`config.mk`:
```
export PLATFORM = sky130hd
export DESIGN_NAME = biset_arbiter
export DESIGN_NICKNAME = d
export VERILOG_FILES = /design/src/rtl/biset_arbiter.sv
export SDC_FILE = /design/constraint.sdc
export NUM_CORES = 1
export LEC_CHECK = 0
export ABC_CLOCK_PERIOD_IN_PS = 5700
export CORE_ASPECT_RATIO = 2
export CORE_UTILIZATION = 44
export DETAILED_ROUTE_END_ITERATION = 12
export PLACE_DENSITY_LB_ADDON = 0.2
export SYNTH_ARGS = -nofsm -noshare
export SYNTH_HDL_FRONTEND = slang
export SYNTH_SLANG_ARGS = --single-unit
```
`constraint.sdc`:
```
create_clock -name clk_i -period 5.7 [get_ports clk_i]
set_input_delay 1.425 -clock clk_i [delete_from_list [all_inputs] [get_ports clk_i]]
set_output_delay 1.425 -clock clk_i [all_outputs]
set_load 0.03 [all_outputs]
```
`src/rtl/biset_arbiter.sv`:
```
// Round-robin arbiter granting one of REQUESTERS masters access to a BiSet register-file bus,
// with a bounded wait for bus_ack_i and a one-cycle done_o pulse per completed transaction.
module biset_arbiter #(
  parameter int unsigned REQUESTERS = 2,
  parameter int unsigned ADDR_W     = 16,
  parameter int unsigned TIMEOUT    = 15
) (
  input  logic                                 clk_i,
  input  logic                                 rst_ni,
  input  logic [REQUESTERS-1:0]                req_i,
  input  logic [REQUESTERS-1:0]                write_i,
  input  logic [REQUESTERS-1:0][ADDR_W-1:0]    addr_i,
  input  logic [REQUESTERS-1:0][31:0]          wdata_i,
  output logic [REQUESTERS-1:0]                done_o,
  output logic                                 err_o,
  output logic [31:0]                          rdata_o,
  output logic                                 bus_valid_o,
  output logic                                 bus_write_o,
  output logic [ADDR_W-1:0]                    bus_addr_o,
  output logic [31:0]                          bus_wdata_o,
  input  logic                                 bus_ack_i,
  input  logic [31:0]                          bus_rdata_i
);

  localparam int unsigned IdxW = (REQUESTERS > 1) ? $clog2(REQUESTERS) : 1;
  localparam int unsigned SumW = IdxW + 1;
  localparam logic [SumW-1:0] ReqN       = SumW'(REQUESTERS);
  localparam logic [IdxW-1:0] LastIdx    = IdxW'(REQUESTERS - 1);
  localparam logic [7:0]      TimeoutVal = 8'(TIMEOUT);

  typedef enum logic [1:0] {StIdle, StIssue, StWait, StResp} state_e;

  state_e              state_q, state_d;
  logic [IdxW-1:0]     gnt_q, gnt_d;
  logic [7:0]          cnt_q, cnt_d;
  logic                write_q, write_d;
  logic [ADDR_W-1:0]   addr_q, addr_d;
  logic [31:0]         wdata_q, wdata_d;
  logic                err_q, err_d;
  logic [31:0]         rdata_q, rdata_d;

  logic                pick_found;
  logic [IdxW-1:0]     pick_idx;
  logic [SumW-1:0]     rr_sum;
  logic [IdxW-1:0]     rr_cand;

  // gnt_q doubles as the round-robin pointer: search starts one past the last grant.
  always_comb begin
    pick_found = 1'b0;
    pick_idx   = '0;
    rr_sum     = '0;
    rr_cand    = '0;
    for (int unsigned k = 1; k <= REQUESTERS; k++) begin
      rr_sum  = {1'b0, gnt_q} + SumW'(k);
      rr_cand = (rr_sum >= ReqN) ? IdxW'(rr_sum - ReqN) : IdxW'(rr_sum);
      if (!pick_found && req_i[rr_cand]) begin
        pick_found = 1'b1;
        pick_idx   = rr_cand;
      end
    end
  end

  always_comb begin
    state_d = state_q;
    gnt_d   = gnt_q;
    cnt_d   = cnt_q;
    write_d = write_q;
    addr_d  = addr_q;
    wdata_d = wdata_q;
    err_d   = err_q;
    rdata_d = rdata_q;
    case (state_q)
      StIdle: begin
        if (pick_found) begin
          gnt_d   = pick_idx;
          write_d = write_i[pick_idx];
          addr_d  = addr_i[pick_idx];
          wdata_d = wdata_i[pick_idx];
          state_d = StIssue;
        end
      end
      StIssue: begin
        cnt_d   = TimeoutVal;
        state_d = StWait;
      end
      StWait: begin
        // Ack wins even on the cycle the counter has run out.
        if (bus_ack_i) begin
          rdata_d = write_q ? '0 : bus_rdata_i;
          err_d   = 1'b0;
          state_d = StResp;
        end else if (cnt_q == '0) begin
          rdata_d = '0;
          err_d   = 1'b1;
          state_d = StResp;
        end else begin
          cnt_d = cnt_q - 8'd1;
        end
      end
      StResp:  state_d = StIdle;
      default: state_d = StIdle;
    endcase
  end

  always_ff @(posedge clk_i or negedge rst_ni) begin
    if (!rst_ni) begin
      state_q <= StIdle;
      gnt_q   <= LastIdx;
      cnt_q   <= '0;
      write_q <= 1'b0;
      addr_q  <= '0;
      wdata_q <= '0;
      err_q   <= 1'b0;
      rdata_q <= '0;
    end else begin
      state_q <= state_d;
      gnt_q   <= gnt_d;
      cnt_q   <= cnt_d;
      write_q <= write_d;
      addr_q  <= addr_d;
      wdata_q <= wdata_d;
      err_q   <= err_d;
      rdata_q <= rdata_d;
    end
  end

  always_comb begin
    done_o = '0;
    if (state_q == StResp) begin
      done_o[gnt_q] = 1'b1;
    end
  end

  assign bus_valid_o = (state_q == StIssue) || (state_q == StWait);
  assign bus_write_o = write_q;
  assign bus_addr_o  = addr_q;
  assign bus_wdata_o = wdata_q;
  assign err_o       = err_q;
  assign rdata_o     = rdata_q;

endmodule

```
=== After elaboration in Yosys (flattened, before gate mapping) ===
Index checks and enable logic that the tools add are counted.

* Output and inout bits: 85
* Bits of input ports: 135
* Bits in registers: 93

* Mux-type cells: 31
* $lt $le $gt $ge: 7
* $add $sub $neg: 5
* Reduce and logical (&&, ||, !) cells: 12
* Equal/unequal tests: 7

{| class="wikitable"
|+ Operators with widths
! kind !! count
|-
| $mux W32 || 5
|-
| $mux W16 || 2
|-
| $mux W8 || 2
|-
| $pmux W8 S2 || 1
|-
| $mux W1 || 15
|-
| $logic_not A8 Y1 || 1
|-
| $lt A1 B2 Y1 const B || 4
|-
| $mux W2 || 4
|-
| $pmux W2 S4 || 1
|-
| $sub A8 B1 Y8 const B || 1
|-
| $ne A2 B2 Y1 const B || 3
|-
| $reduce_and A2 Y1 || 3
|-
| $eq A2 B2 Y1 const B || 2
|-
| $ge A2 B2 Y1 const B || 2
|-
| $reduce_bool A2 Y1 || 2
|-
| $ne A3 B3 Y1 const B || 1
|-
| $reduce_and A3 Y1 || 1
|-
| $add A1 B1 Y2 const B || 1
|-
| $add A1 B2 Y2 const B || 1
|-
| $eq A2 B1 Y1 const B || 1
|-
| $logic_and A1 B1 Y1 || 2
|-
| $logic_not A2 Y1 || 1
|-
| $sub A1 B1 Y1 const B || 2
|-
| $demux W1 S1 || 1
|-
| other kinds (3) || 3
|}

=== Logic depth before layout (Yosys ltp) ===
* Word-level depth: 11
* Gate-level depth with buffers: 7
* Depth with buffers taken out: 5

=== Least setup slack after synthesis ===
Ideal clock, no wire load.

* Path type: input to register
* Start: input port bus_ack_i
* End: register cnt_q[5]
* Arrival time: 2.481 ns
* Setup slack: 3.141 ns
* Data required time: 5.623 ns
* Setup time: 0.077 ns
* Cell stages on the path: 3
* Path buffers: 0
* Cells stage by stage: or4b_1 -> or4_1 -> a21oi_1

* Word-level cells in the longest chain between the ends: 2

{| class="wikitable"
|+ RTL lines
! element !! line !! RTL
|-
| start, declared || 21 || <nowiki>input logic bus_ack_i,</nowiki>
|-
| $ne A2 B2 Y1 (no line) || - ||
|-
| $reduce_and A3 Y1 (no line) || - ||
|-
| end signal, assigned || 118 || <nowiki>cnt_q <= cnt_d;</nowiki>
|-
| end, declared || 35 || <nowiki>logic [7:0] cnt_q, cnt_d;</nowiki>
|}

Every way passes these cells.
A chain may end at the register's enable or synchronous reset.

=== Worst setup path in the final report ===
* Start: input port req_i[1]
* End: register addr_q[5] (netlist: bus_addr_o[5])

* Word-level cells in the longest chain between the ends: 8
* Elaborated cells on any way between the ends: 13
* Those cells by class: mux: 10; reduce/logical: 3

{| class="wikitable"
|+ RTL lines
! element !! line !! RTL
|-
| start, declared || 10 || <nowiki>input logic [REQUESTERS-1:0] req_i,</nowiki>
|-
| $mux W1 (not written as such) (2 in a row) || 56 || <nowiki>if (!pick_found && req_i[rr_cand]) begin</nowiki>
|-
| $mux W1 || 56 ||
|-
| $logic_not A1 Y1 || 56 ||
|-
| $logic_and A1 B1 Y1 || 56 ||
|-
| $mux W1 || 56 ||
|-
| $mux W16 (not written as such) (2 in a row) || 77 || <nowiki>addr_d = addr_i[pick_idx];</nowiki>
|-
| end signal, assigned || 120 || <nowiki>addr_q <= addr_d;</nowiki>
|-
| end, declared || 37 || <nowiki>logic [ADDR_W-1:0] addr_q, addr_d;</nowiki>
|}

Parallel ways exist; a longest one is shown, timed or not. The select of a mux whose other input is x is not followed.

==> flow_summary.html <==
<table>
<tr><th>Metric</th><th>Value</th></tr>
<tr><th colspan="2">Layout</th></tr>
<tr><td>Commonest cells after routing, fill and taps aside</td><td>sky130_fd_sc_hd__clkdlybuf4s50_1 (218), sky130_fd_sc_hd__dfrtp_1 (92), sky130_fd_sc_hd__o21ai_0 (84)</td></tr>
<tr><td>Net count reported at finish</td><td>773</td></tr>
<tr><td>Layout Area Growth over Synthesis</td><td>59.5%</td></tr>
<tr><td>Ant. Diodes</td><td>0</td></tr>
<tr><td>Post-layout util</td><td>0.719</td></tr>
<tr><td>Ratio of cells with drive above 1 in the final layout</td><td>0.0472</td></tr>
<tr><td>Total non-filler cell area in the finished layout</td><td>6970 um2</td></tr>
<tr><td>Most common cell after layout, fill and taps aside</td><td>sky130_fd_sc_hd__clkdlybuf4s50_1</td></tr>
<tr><th colspan="2">Floorplanning</th></tr>
<tr><td>Die Wd</td><td>72.5 um</td></tr>
<tr><td>Standard cell core area</td><td>9700 um2</td></tr>
<tr><td>Y dimension of the die</td><td>143 um</td></tr>
<tr><td>Area of the die</td><td>10400 um2</td></tr>
<tr><td>Std cell rows</td><td>51</td></tr>
<tr><td>Number of primary I/O pins</td><td>220</td></tr>
<tr><td>Starting density of the core</td><td>0.451</td></tr>
<tr><th colspan="2">Placed design</th></tr>
<tr><td>Last weighted congestion value of the routability-driven placer</td><td>0.767</td></tr>
<tr><td>Number of input and output port buffers inserted</td><td>219</td></tr>
<tr><td>Post-detailed-placement cell area</td><td>6670 um2</td></tr>
<tr><td>Detailed placement HPWL</td><td>8960 um</td></tr>
<tr><th colspan="2">Power</th></tr>
<tr><td>Total power per unit cell area</td><td>539 nW/um2</td></tr>
<tr><td>Leakage component of the power</td><td>0.00308 uW</td></tr>
<tr><td>Peak supply drop</td><td>326 uV</td></tr>
<tr><th colspan="2">Logic synthesis</th></tr>
<tr><td>Count of cell types in the netlist</td><td>39</td></tr>
<tr><td>Net count after synthesis</td><td>565</td></tr>
<tr><td>Sequential fraction of the synthesis area</td><td>0.533</td></tr>
<tr><td>Flops &amp; latches, synth</td><td>93</td></tr>
<tr><td>Yosys warning total</td><td>0</td></tr>
<tr><td>Synthesized instance count</td><td>423</td></tr>
<tr><td>Average cell area after synthesis</td><td>10.3 um2</td></tr>
<tr><td>Mapped cell area</td><td>4370 um2</td></tr>
<tr><th colspan="2">STA</th></tr>
<tr><td>Number of failing setup endpoints in the final timing report</td><td>0</td></tr>
<tr><td>Measured slew at the worst slew-check pin</td><td>1.14 ns</td></tr>
<tr><td>F_max</td><td>283 MHz</td></tr>
<tr><td>Headroom to the max-slew limit</td><td>0.237</td></tr>
<tr><td>Final critical-path required period</td><td>3.53 ns</td></tr>
<tr><td>Post-Route Skew</td><td>0.00896 ns</td></tr>
<tr><td>Portion of the clock cycle consumed by the worst path in the final layout</td><td>0.619</td></tr>
<tr><td>Hold Fails Final Rpt</td><td>0</td></tr>
<tr><td>Setup TNS</td><td>0 ns</td></tr>
<tr><td>Number of pins with negative max-slew slack in the final report</td><td>0</td></tr>
<tr><td>RSZ-0062 raised after global routing</td><td>false</td></tr>
<tr><th colspan="2">Detailed routing</th></tr>
<tr><td>Number of iterations in the first detailed-routing pass</td><td>4</td></tr>
<tr><td>DR vias</td><td>3866</td></tr>
<tr><td>Final WL</td><td>11800 um</td></tr>
<tr><td>Remaining number of nets flagged by the antenna check after routing</td><td>0</td></tr>
<tr><td>Post-detailed-route DRC marker count</td><td>0</td></tr>
<tr><td>Number of vias per cell</td><td>5.03</td></tr>
<tr><td>Drt wl/cell</td><td>15.4 um</td></tr>
<tr><td>Number of DRC markers in iteration 0</td><td>110</td></tr>
<tr><th colspan="2">Global routing</th></tr>
<tr><td>Pin count of the biggest net entering global routing</td><td>55</td></tr>
<tr><td>Antenna violations before repair</td><td>0</td></tr>
<tr><td>Wire length of the first global-routing pass</td><td>18600 um</td></tr>
<tr><td>Number of global-route vias before repair</td><td>3910</td></tr>
<tr><td>Overall Global Routing Usage</td><td>0.234</td></tr>
<tr><td>Total grt overflow</td><td>0</td></tr>
<tr><th colspan="2">Hold path</th></tr>
<tr><td>Hold depth</td><td>2</td></tr>
<tr><td>Class of the worst hold path</td><td>flip-flop to flip-flop</td></tr>
<tr><th colspan="2">Worst setup path</th></tr>
<tr><td>CP delay by family, top</td><td>buffers and inverters</td></tr>
<tr><td>Type of destination of the critical path</td><td>flip-flop</td></tr>
<tr><td>Slowest library cell on the worst path</td><td>sky130_fd_sc_hd__a21boi_4</td></tr>
<tr><td>Cell breakdown of the critical path</td><td>clkdlybuf4s50_1 &gt; a21boi_4 &gt; buf_4 &gt; mux2i_1 &gt; o21ai_0</td></tr>
<tr><td>Arrival time at the worst endpoint</td><td>3.72 ns</td></tr>
<tr><td>CP Max Fanout</td><td>26</td></tr>
<tr><td>Longest individual stage delay on the worst path</td><td>0.82 ns</td></tr>
<tr><td>Critical Path Source Type</td><td>input port</td></tr>
<tr><td>Worst Path Buf+Inv</td><td>2</td></tr>
<tr><td>Reg2reg path depth</td><td>6</td></tr>
<tr><td>Data required time at the worst endpoint</td><td>5.89 ns</td></tr>
<tr><td>Kind of critical path</td><td>input port to flip-flop</td></tr>
<tr><td>Number of cells on the critical path</td><td>5</td></tr>
<tr><th colspan="2">Clocking</th></tr>
<tr><td>Number of buffers inserted during clock tree synthesis</td><td>9</td></tr>
<tr><td>Clk slew on worst S/H paths</td><td>0.06 ns</td></tr>
<tr><td>Number of cells upsized or downsized after cts</td><td>0</td></tr>
<tr><td>Setup Buffers After CTS</td><td>0</td></tr>
<tr><td>Clock network latency to the later pin of the worst-skew pair</td><td>0.34 ns</td></tr>
<tr><td>Clock tree from TritonCTS</td><td>built</td></tr>
<tr><td>H-tree levels</td><td>3</td></tr>
<tr><td>Clock Root Buffer</td><td>sky130_fd_sc_hd__clkbuf_16</td></tr>
<tr><td>CTS Hold Bufs</td><td>0</td></tr>
<tr><td>Number of buffers between clock root and the deepest sink</td><td>2</td></tr>
<tr><td>CTS sink count</td><td>93</td></tr>
<tr><th colspan="2">Flow run</th></tr>
<tr><td>Max-cap check violation count</td><td>0</td></tr>
<tr><th colspan="2">Outcome</th></tr>
<tr><td>Status</td><td>finished clean</td></tr>
</table>
[registers in the layout (all words and copies together), names as in the netlist]
signal       cells
gnt_q            1
bus_wdata_o     32
state_q          2
bus_write_o      1
cnt_q            8
rdata_o         32
bus_addr_o      16
err_o            1
[tightest hold or removal path: cells and delay by family, from the launching register on]
kind | cells | cell delay [ns]
AO/OA/AOI/OAI | 1 | 0.06
flip-flops | 1 | 0.34
AND/OR/NAND/NOR | 1 | 0.04
[synth_stat cells, drive strengths merged]
| cell type | count | area, um2 |
|---|---|---|
| dfrtp | 92 | 2300 |
| o21ai | 85 | 425 |
| mux2i | 53 | 531 |
| nand2 | 51 | 191 |
| inv | 36 | 135 |
| a2bb2oi | 32 | 280 |
| clkbuf | 19 | 71.3 |
| a21oi | 7 | 35.0 |
| buf | 7 | 36.3 |
| ha | 7 | 87.6 |
| nor2 | 4 | 15.0 |
| or4 | 3 | 26.3 |
| a31oi | 2 | 12.5 |
| nand2b | 2 | 12.5 |
| nor2b | 2 | 12.5 |
| or3 | 2 | 12.5 |
| a2111o | 1 | 11.3 |
| a2111oi | 1 | 8.76 |
| a211o | 1 | 8.76 |
| a21boi | 1 | 7.51 |
| a21o | 1 | 7.51 |
| and2 | 1 | 6.26 |
| and3b | 1 | 8.76 |
| dfstp | 1 | 26.3 |
| mux2 | 1 | 11.3 |
| nand3 | 1 | 5.00 |
| nand3b | 1 | 7.51 |
| nor3b | 1 | 12.5 |
| nor4 | 1 | 12.5 |
| o211ai | 1 | 7.51 |
| o311ai | 1 | 8.76 |
| o41ai | 1 | 8.76 |
| or2 | 1 | 6.26 |
| or3b | 1 | 8.76 |
| or4b | 1 | 10.0 |
[per-stage QoR]
stage	instances	setup slack, ns	hold WS, ns	total power [uW]
final	768	2.17	0.478	3760
after global routing	768	2.04	0.510	4000
after CTS	768	2.19	0.483	3800
after detailed placement	752	1.80	0.469	3180
after global placement	752	1.92	0.461	3120
after floorplan	423	3.14	0.464	2340
[per-layer routing]
layer | share of wire | vias to the layer above | GRT usage
met2 | 0.54 | 165 | 0.418
met1 | 0.37 | 1794 | 0.258
met5 | 0 | - | 0
met4 | 0.023 | 0 | 0.0795
met3 | 0.071 | 17 | 0.0706
li1 | - | 1890 | -
[area by class of cell]
cell class / count / area [um2]
Fill cell: 761 / 2730
Sequential cell: 93 / 2330
Timing Repair Buffer: 223 / 2220
Multi-Input combinational cell: 268 / 1820
Clock buffer: 10 / 239
Tap cell: 132 / 165
Inverter: 36 / 135
Clock inverter: 6 / 62.6
[final timing paths]
check / startpoint / endpoint / slack (ns)
max: req_i[1] / bus_addr_o[5]$_DFFE_PN0P_ / 2.17
min: bus_wdata_o[25]$_DFFE_PN0P_ / bus_wdata_o[25]$_DFFE_PN0P_ / 0.48
max reg2reg: state_q[0]$_DFFE_PN0P_ / rdata_o[0]$_DFFE_PN0P_ / 2.96
min reg2reg: bus_wdata_o[25]$_DFFE_PN0P_ / bus_wdata_o[25]$_DFFE_PN0P_ / 0.48
max in group asynchronous: rst_ni / rdata_o[23]$_DFFE_PN0P_ / 3.58
min in group asynchronous: rst_ni / rdata_o[3]$_DFFE_PN0P_ / 1.12
[power by group]
group | internal, uW | total, uW | switching, uW
Combinational | 883 | 2040 | 1160
Sequential | 955 | 1120 | 167
Clock | 350 | 598 | 248
[logic make-up after synthesis]
| kind of cell | after synthesis | synth area share |
|---|---|---|
| buffers and inverters | 62 | 0.0555 |
| adders and majority gates | 7 | 0.0200 |
| DFF | 93 | 0.533 |
| and+or+nand+nor | 73 | 0.0796 |
| muxes | 54 | 0.124 |
| AOI/OAI and AO/OA | 134 | 0.188 |
Note: power is estimated with default switching activity, not from simulation.
